File: src/rtl/pc_unit_pkg.sv
// pc_unit_pkg: shared definitions for the RV523 program-counter stage.
//   RV523_XLEN          default address width
//   RV523_RESET_VECTOR  default PC after reset (bits [1:0] must be zero)
//   pc_state_e          HOLD / RUN state encoding (ST_HOLD=0, ST_RUN=1)
//   nand2 / mux2_nand   NAND-cell helpers; all steering logic is expressed
//                       through these so it maps onto the NAND cell library.
package pc_unit_pkg;

    localparam int          RV523_XLEN         = 32;
    localparam int unsigned RV523_RESET_VECTOR = 32'h0000_0000;

    typedef enum logic {
        ST_HOLD = 1'b0,
        ST_RUN  = 1'b1
    } pc_state_e;

    function automatic logic nand2(input logic a, input logic b);
        return ~(a & b);
    endfunction

    // 2:1 mux from three NANDs plus the select inverter: sel=0 -> a, sel=1 -> b.
    function automatic logic mux2_nand(input logic sel, input logic a, input logic b);
        return nand2(nand2(a, ~sel), nand2(b, sel));
    endfunction

endpackage

File: src/rtl/pc_incr.sv
// pc_incr: combinational ripple incrementer (+1) of width W.
//   a_i  input  [W-1:0]  operand (PC word index, i.e. PC[XLEN-1:2])
//   y_o  output [W-1:0]  a_i + 1, carry-out dropped (wraps to zero)
// Each bit is a half adder built from NAND cells; the chain's carry-in is
// the constant 1 that represents "+4" on the byte address.
module pc_incr
    import pc_unit_pkg::*;
#(
    parameter int W = 30
) (
    input  logic [W-1:0] a_i,
    output logic [W-1:0] y_o
);

    // carry[gi] is the carry into bit gi; carry[0] is the injected +1.
    logic [W-1:0] carry;
    assign carry[0] = 1'b1;

    generate
        for (genvar gi = 0; gi < W; gi++) begin : g_ha
            logic n_ac;
            assign n_ac    = nand2(a_i[gi], carry[gi]);
            // NAND XOR: sum = a ^ c
            assign y_o[gi] = nand2(nand2(a_i[gi], n_ac), nand2(carry[gi], n_ac));
            // Carry out of the top bit is intentionally not produced.
            if (gi < W - 1) begin : g_carry
                assign carry[gi+1] = nand2(n_ac, n_ac);
            end
        end
    endgenerate

endmodule

File: src/rtl/pc_unit.sv
// pc_unit: program-counter stage of the RV523 core.
//   CLK       input              clock, all state on rising edge
//   RST       input              synchronous active-high reset, highest priority
//   LOAD      input              redirect from execute
//   TARGET    input  [XLEN-1:0]  redirect address, sampled when LOAD=1
//   READY     input              fetch accepts the offered PC this cycle
//   PC        output [XLEN-1:0]  current fetch address (registered)
//   VALID     output             PC offered to fetch (registered, =RUN state)
//   MISALIGN  output             last redirect had TARGET[1:0]!=0 (registered)
// PC[1:0] is hard-wired to zero; only PC[XLEN-1:2] is stored and incremented.
module pc_unit
    import pc_unit_pkg::*;
#(
    parameter int               XLEN         = RV523_XLEN,
    parameter logic [XLEN-1:0]  RESET_VECTOR = XLEN'(RV523_RESET_VECTOR)
) (
    input  logic            CLK,
    input  logic            RST,
    input  logic            LOAD,
    input  logic [XLEN-1:0] TARGET,
    input  logic            READY,
    output logic [XLEN-1:0] PC,
    output logic            VALID,
    output logic            MISALIGN
);

    localparam int W = XLEN - 2;

    pc_state_e      state_q, state_d;
    logic [W-1:0]   pc_q, pc_d;
    logic [W-1:0]   pc_inc;
    logic [W-1:0]   step_sel;
    logic           misalign_q, misalign_d;
    logic           advance;
    logic           target_mis;

    pc_incr #(.W(W)) u_incr (
        .a_i (pc_q),
        .y_o (pc_inc)
    );

    // A transfer needs VALID (RUN) and READY; LOAD overrides it below,
    // so READY in HOLD never advances the PC.
    assign advance = (state_q == ST_RUN) & READY;

    // Two mux levels give the priority LOAD > transfer > hold.
    generate
        for (genvar gi = 0; gi < W; gi++) begin : g_pc_mux
            assign step_sel[gi] = mux2_nand(advance, pc_q[gi], pc_inc[gi]);
            assign pc_d[gi]     = mux2_nand(LOAD, step_sel[gi], TARGET[gi+2]);
        end
    endgenerate

    // OR of the low target bits via De Morgan on a NAND.
    assign target_mis = nand2(~TARGET[1], ~TARGET[0]);
    assign misalign_d = mux2_nand(LOAD, misalign_q, target_mis);

    // HOLD lasts exactly one cycle after reset; RUN is absorbing until RST.
    always_comb begin
        state_d = state_q;
        case (state_q)
            ST_HOLD: state_d = ST_RUN;
            ST_RUN:  state_d = ST_RUN;
            default: state_d = ST_HOLD;
        endcase
    end

    always_ff @(posedge CLK) begin
        if (RST) begin
            state_q    <= ST_HOLD;
            pc_q       <= RESET_VECTOR[XLEN-1:2];
            misalign_q <= 1'b0;
        end else begin
            state_q    <= state_d;
            pc_q       <= pc_d;
            misalign_q <= misalign_d;
        end
    end

    assign PC       = {pc_q, 2'b00};
    assign VALID    = (state_q == ST_RUN);
    assign MISALIGN = misalign_q;

endmodule

File: config.mk
export PLATFORM = sky130hd
export DESIGN_NAME = pc_unit
export DESIGN_NICKNAME = d
export VERILOG_FILES = /design/src/rtl/pc_unit_pkg.sv /design/src/rtl/pc_incr.sv /design/src/rtl/pc_unit.sv
export SDC_FILE = /design/constraint.sdc
export NUM_CORES = 1
export LEC_CHECK = 0
export CAP_MARGIN = 20
export CORE_MARGIN = 2
export CORE_UTILIZATION = 48
export DETAILED_ROUTE_END_ITERATION = 8
export PLACE_DENSITY_LB_ADDON = 0.1
export REMOVE_ABC_BUFFERS = 1
export SLEW_MARGIN = 10
export SYNTH_ARGS = -nofsm -noshare
export SYNTH_HDL_FRONTEND = slang
export SYNTH_SLANG_ARGS = --single-unit
File: constraint.sdc
create_clock -name CLK -period 6.3 [get_ports CLK]
set_input_delay 0.945 -clock CLK [delete_from_list [all_inputs] [get_ports CLK]]
set_output_delay 0.945 -clock CLK [all_outputs]
set_load 0.01 [all_outputs]
# Word level (Yosys, flattened, before mapping)
# Index checks and enable logic that the tools add are counted.
totals:
  word_cells: 610
  in_bits: 36
  out_inout_bits: 34
  reg_bits: 32
op_classes:
  bitwise: 606
  muxes: 1
ops:
  columns: ["op", "n"]
  rows:
  - ["$not A1 Y1", 305]
  - ["$and A1 B1 Y1", 301]
  - ["$mux W1", 1]

# Depth between registers and ports, before layout
depth:
  ltp_word: 42
  mapped_depth: 30
  mapped_depth_nobuf: 30

# By module
# From an unflattened synthesis, not the netlist that was laid out.
unflattened:
  hier_cells: 216
  hier_area_um2: 2373.5
modules_own_cells:
  columns: ["module", "n_inst", "area_each_um2", "cells_per_inst", "seq_area_each_um2"]
  rows:
  - ["pc_unit", 1, 2010.7, 186, 640.6]
  - ["pc_incr", 1, 362.8, 30, 0.0]

# Worst setup path before layout
# OpenSTA, ideal clock, no wires.
synth_timing:
  path_kind: "register -> register"
  start: "register pc_q[0]"
  end: "register with a tool-made name"
  path_stages_with_launch: 31
  synth_period_minus_slack_ns: 5.684
  path_buffers: 0
  setup_ns: 0.103
  path_slack_ns: 0.616
  arrival_ns: 5.581
  t_required_ns: 6.197
  path_cell_list: "dfxtp_1 > ha_1 > ha_1 > ha_1 > ha_1 > ha_1 > ha_1 > ha_1 > ha_1 > ha_1 > ha_1 > ha_1 > ha_1 > ha_1 > ha_1 > ha_1 > ha_1 > ha_1 > ha_1 > ha_1 > ha_1 > ha_1 > ha_1 > ha_1 > ha_1 > ha_1 > ha_1 > ha_1 > ha_1 > and3_1 > a2111oi_2"
synth_lines:
  columns: ["element", "line", "text"]
  rows:
  - ["start, declared", "pc_unit.sv:30", "logic [W-1:0] pc_q, pc_d;"]
  - ["start signal, assigned", "pc_unit.sv:71", "pc_q <= RESET_VECTOR[XLEN-1:2];"]
  - ["start signal, assigned", "pc_unit.sv:75", "pc_q <= pc_d;"]

==> results.cfg <==
[critical_path]
path_common_cell = ha_1
critPathRequiredTime_ns = 6.49
cp_slowest_cell = dfxtp_2
arrival_ns = 6.11
crit_path_end_kind = register
startpoint_type = register
critPathMaxStageDelay_ns = 0.33
criticalPathCategory = reg2reg
crit_fanout = 4

[clock_network]
insertion_delay_ns = 0.29
cts_root_buf = clkbuf_8
cts_tree = built
clk_path_buf_depth = 2
postCtsSetupBuffers = 0
htreeDepth = 2
cts_buffers = 5
clock-sinks = 32
clk_pin_slew_worst_paths_ns = 0.07

[yosys]
seq_area_frac_synth = 0.268
syn_avg_cell_area_um2 = 11.3
ys_warn_count = 0
synth-seq-cells = 32
syn_inst = 212
yosysUniqueCellTypes = 24
syn_area_um2 = 2390

[sta]
worst_pin_slew_ns = 0.923
rsz0062_at_grt = no
period_share = 0.940
fmax_mhz = 169
slew-limit-headroom = 0.385
finClkSkew_ns = 0.00924
tns_ns = 0
timing.final.crit_period_ns = 5.92
setup_viol = 0
setup_slack_ns = 0.377
hold_violations = 0
drv_slew = 0

[drt]
vias_per_cell = 5.32
dr_total_vias = 1766
drt_iter0_drc = 100
ant_nets = 0
post_drt_wl_per_cell_um = 14.7
firstDrtPassIters = 4
drcViolationCount = 0
wl_um = 4880

[placement]
post-place-ws_ns = 0.340
hpwl_um = 3010
dpl-instance-area_um2 = 2950
place_congestion = 0.698
placement.io_buffers = 67

[flow_run]
drv_cap = 0

[pwr]
netSwitchingFraction = 0.273
pwr-share-clk = 0.320
power_leakage_nw = 1.20
p_per_area_nw_per_um2 = 178
power_frac_seq = 0.423
p_comb_frac = 0.257
ir_drop_v = 0.000105
switching_power_mw = 0.148
p_int_mw = 0.395

[grt]
grt_pass1_vias = 1648
grt_pass1_wl_um = 8070
grt_max_degree = 62
antenna_found_initial = 0
grt_usage = 0.185
grt_overflow_total = 0

[worst_hold_path]
hold_path.class = reg2reg

[final_layout]
final_cell_mix = clkdlybuf4s50_1, nor2b_1, dfxtp_1
layout_commonest_cell = clkdlybuf4s50_1
nNetsFinal = 329
final_cell_area_um2 = 3050
diodes = 0
drive_gt1_frac = 0.275
syn_to_final_growth_pct = 27.4

[floorplanning]
die_w_um = 74.6
die_area_um2 = 5570
initial_core_util = 0.503
core_area_um2 = 4750
die_h_um = 74.6
num_rows = 25
io_pins = 70

[status]
status = finished, final reports clean
-- cell families (layout without fill, tap and decap cells) --
logic type,Yosys count,count (layout),share of synthesized area
AO/OA/AOI/OAI,61,61,0.316
adder cells (fa/ha/maj),28,28,0.146
buffers and inverters,27,79,0.0936
flip-flops,32,32,0.268
other,1,2,0.00157
AND/OR/NAND/NOR,63,63,0.175
-- power by group through the flow --
stage               clock, mW  combinational, mW  sequential, mW
floorplan                   0             0.0562           0.243
finish                  0.174              0.140           0.230
global placement            0              0.140           0.234
global route            0.184              0.152           0.232
CTS                     0.179              0.141           0.230
detailed placement          0              0.140           0.234
-- area by class of cell --
cell class / count / area, um2
Sequential cell: 32 / 643
Tap cell: 67 / 83.8
Clock buffer: 7 / 96.3
Inverter: 2 / 7.51
Fill cell: 401 / 1710
Multi-Input combinational cell: 154 / 1540
Timing Repair Buffer: 70 / 683
-- path summary, 6_finish.rpt --
path	endpoint	cells after the start	slack, ns	startpoint
worst max-delay path	register	30	0.38	pc_q[0]
worst min-delay path	register	2	0.51	register
worst max register to register	register	30	0.38	pc_q[0]
worst min register to register	register	2	0.51	register
-- per-layer routing --
layer  up-vias  GRT usage  share of wire  wire, um
met2        51      0.285           0.43      2110
met5         -          0              0         0
met3         8     0.0495          0.064       310
li1        894          -              -         -
met4         0     0.0655          0.015        74
met1       813      0.251           0.49      2380
-- worst max-delay path: cells and delay by family, from the launching register on --
kind            cells  cell delay [ns]
fa+ha+maj          28             5.07
flops               1             0.33
simple gates        1             0.16
compound gates      1             0.28
-- through the flow --
stage | utilization | std cells | total power [mW] | hold WS [ns]
after floorplan | - | 188 | 0.299 | 0.515
after global placement | 0.620 | 325 | 0.374 | 0.489
after detailed placement | 0.620 | 325 | 0.374 | 0.507
after CTS | 0.641 | 332 | 0.550 | 0.516
after global routing | 0.641 | 332 | 0.568 | 0.546
final | 0.641 | 332 | 0.543 | 0.507
-- Yosys cell counts --
| master | number | area (um2) |
|---|---|---|
| a2111oi_2 | 1 | 15.0 |
| a211oi_1 | 1 | 7.51 |
| a21bo_1 | 13 | 130 |
| a21bo_2 | 16 | 160 |
| a311oi_1 | 1 | 8.76 |
| a311oi_2 | 29 | 435 |
| and3_1 | 1 | 6.26 |
| buf_1 | 2 | 7.51 |
| buf_12 | 3 | 60.1 |
| buf_2 | 8 | 40.0 |
| buf_4 | 4 | 30.0 |
| buf_6 | 5 | 56.3 |
| buf_8 | 1 | 15.0 |
| clkbuf_1 | 2 | 7.51 |
| conb_1 | 1 | 3.75 |
| dfxtp_1 | 32 | 641 |
| ha_1 | 28 | 350 |
| inv_1 | 1 | 3.75 |
| inv_2 | 1 | 3.75 |
| nand3_1 | 18 | 90.1 |
| nand3_2 | 10 | 100 |
| nand3b_4 | 1 | 20.0 |
| nor2_1 | 2 | 7.51 |
| nor2b_1 | 31 | 194 |
-- what timing repair did --
item / 4_1_cts / 5_1_grt
endpoints found under the setup margin: 0 / 2
resized for setup: 0 / 2
hold buffers: 0 / 0
(Power assumes the default switching activity.)
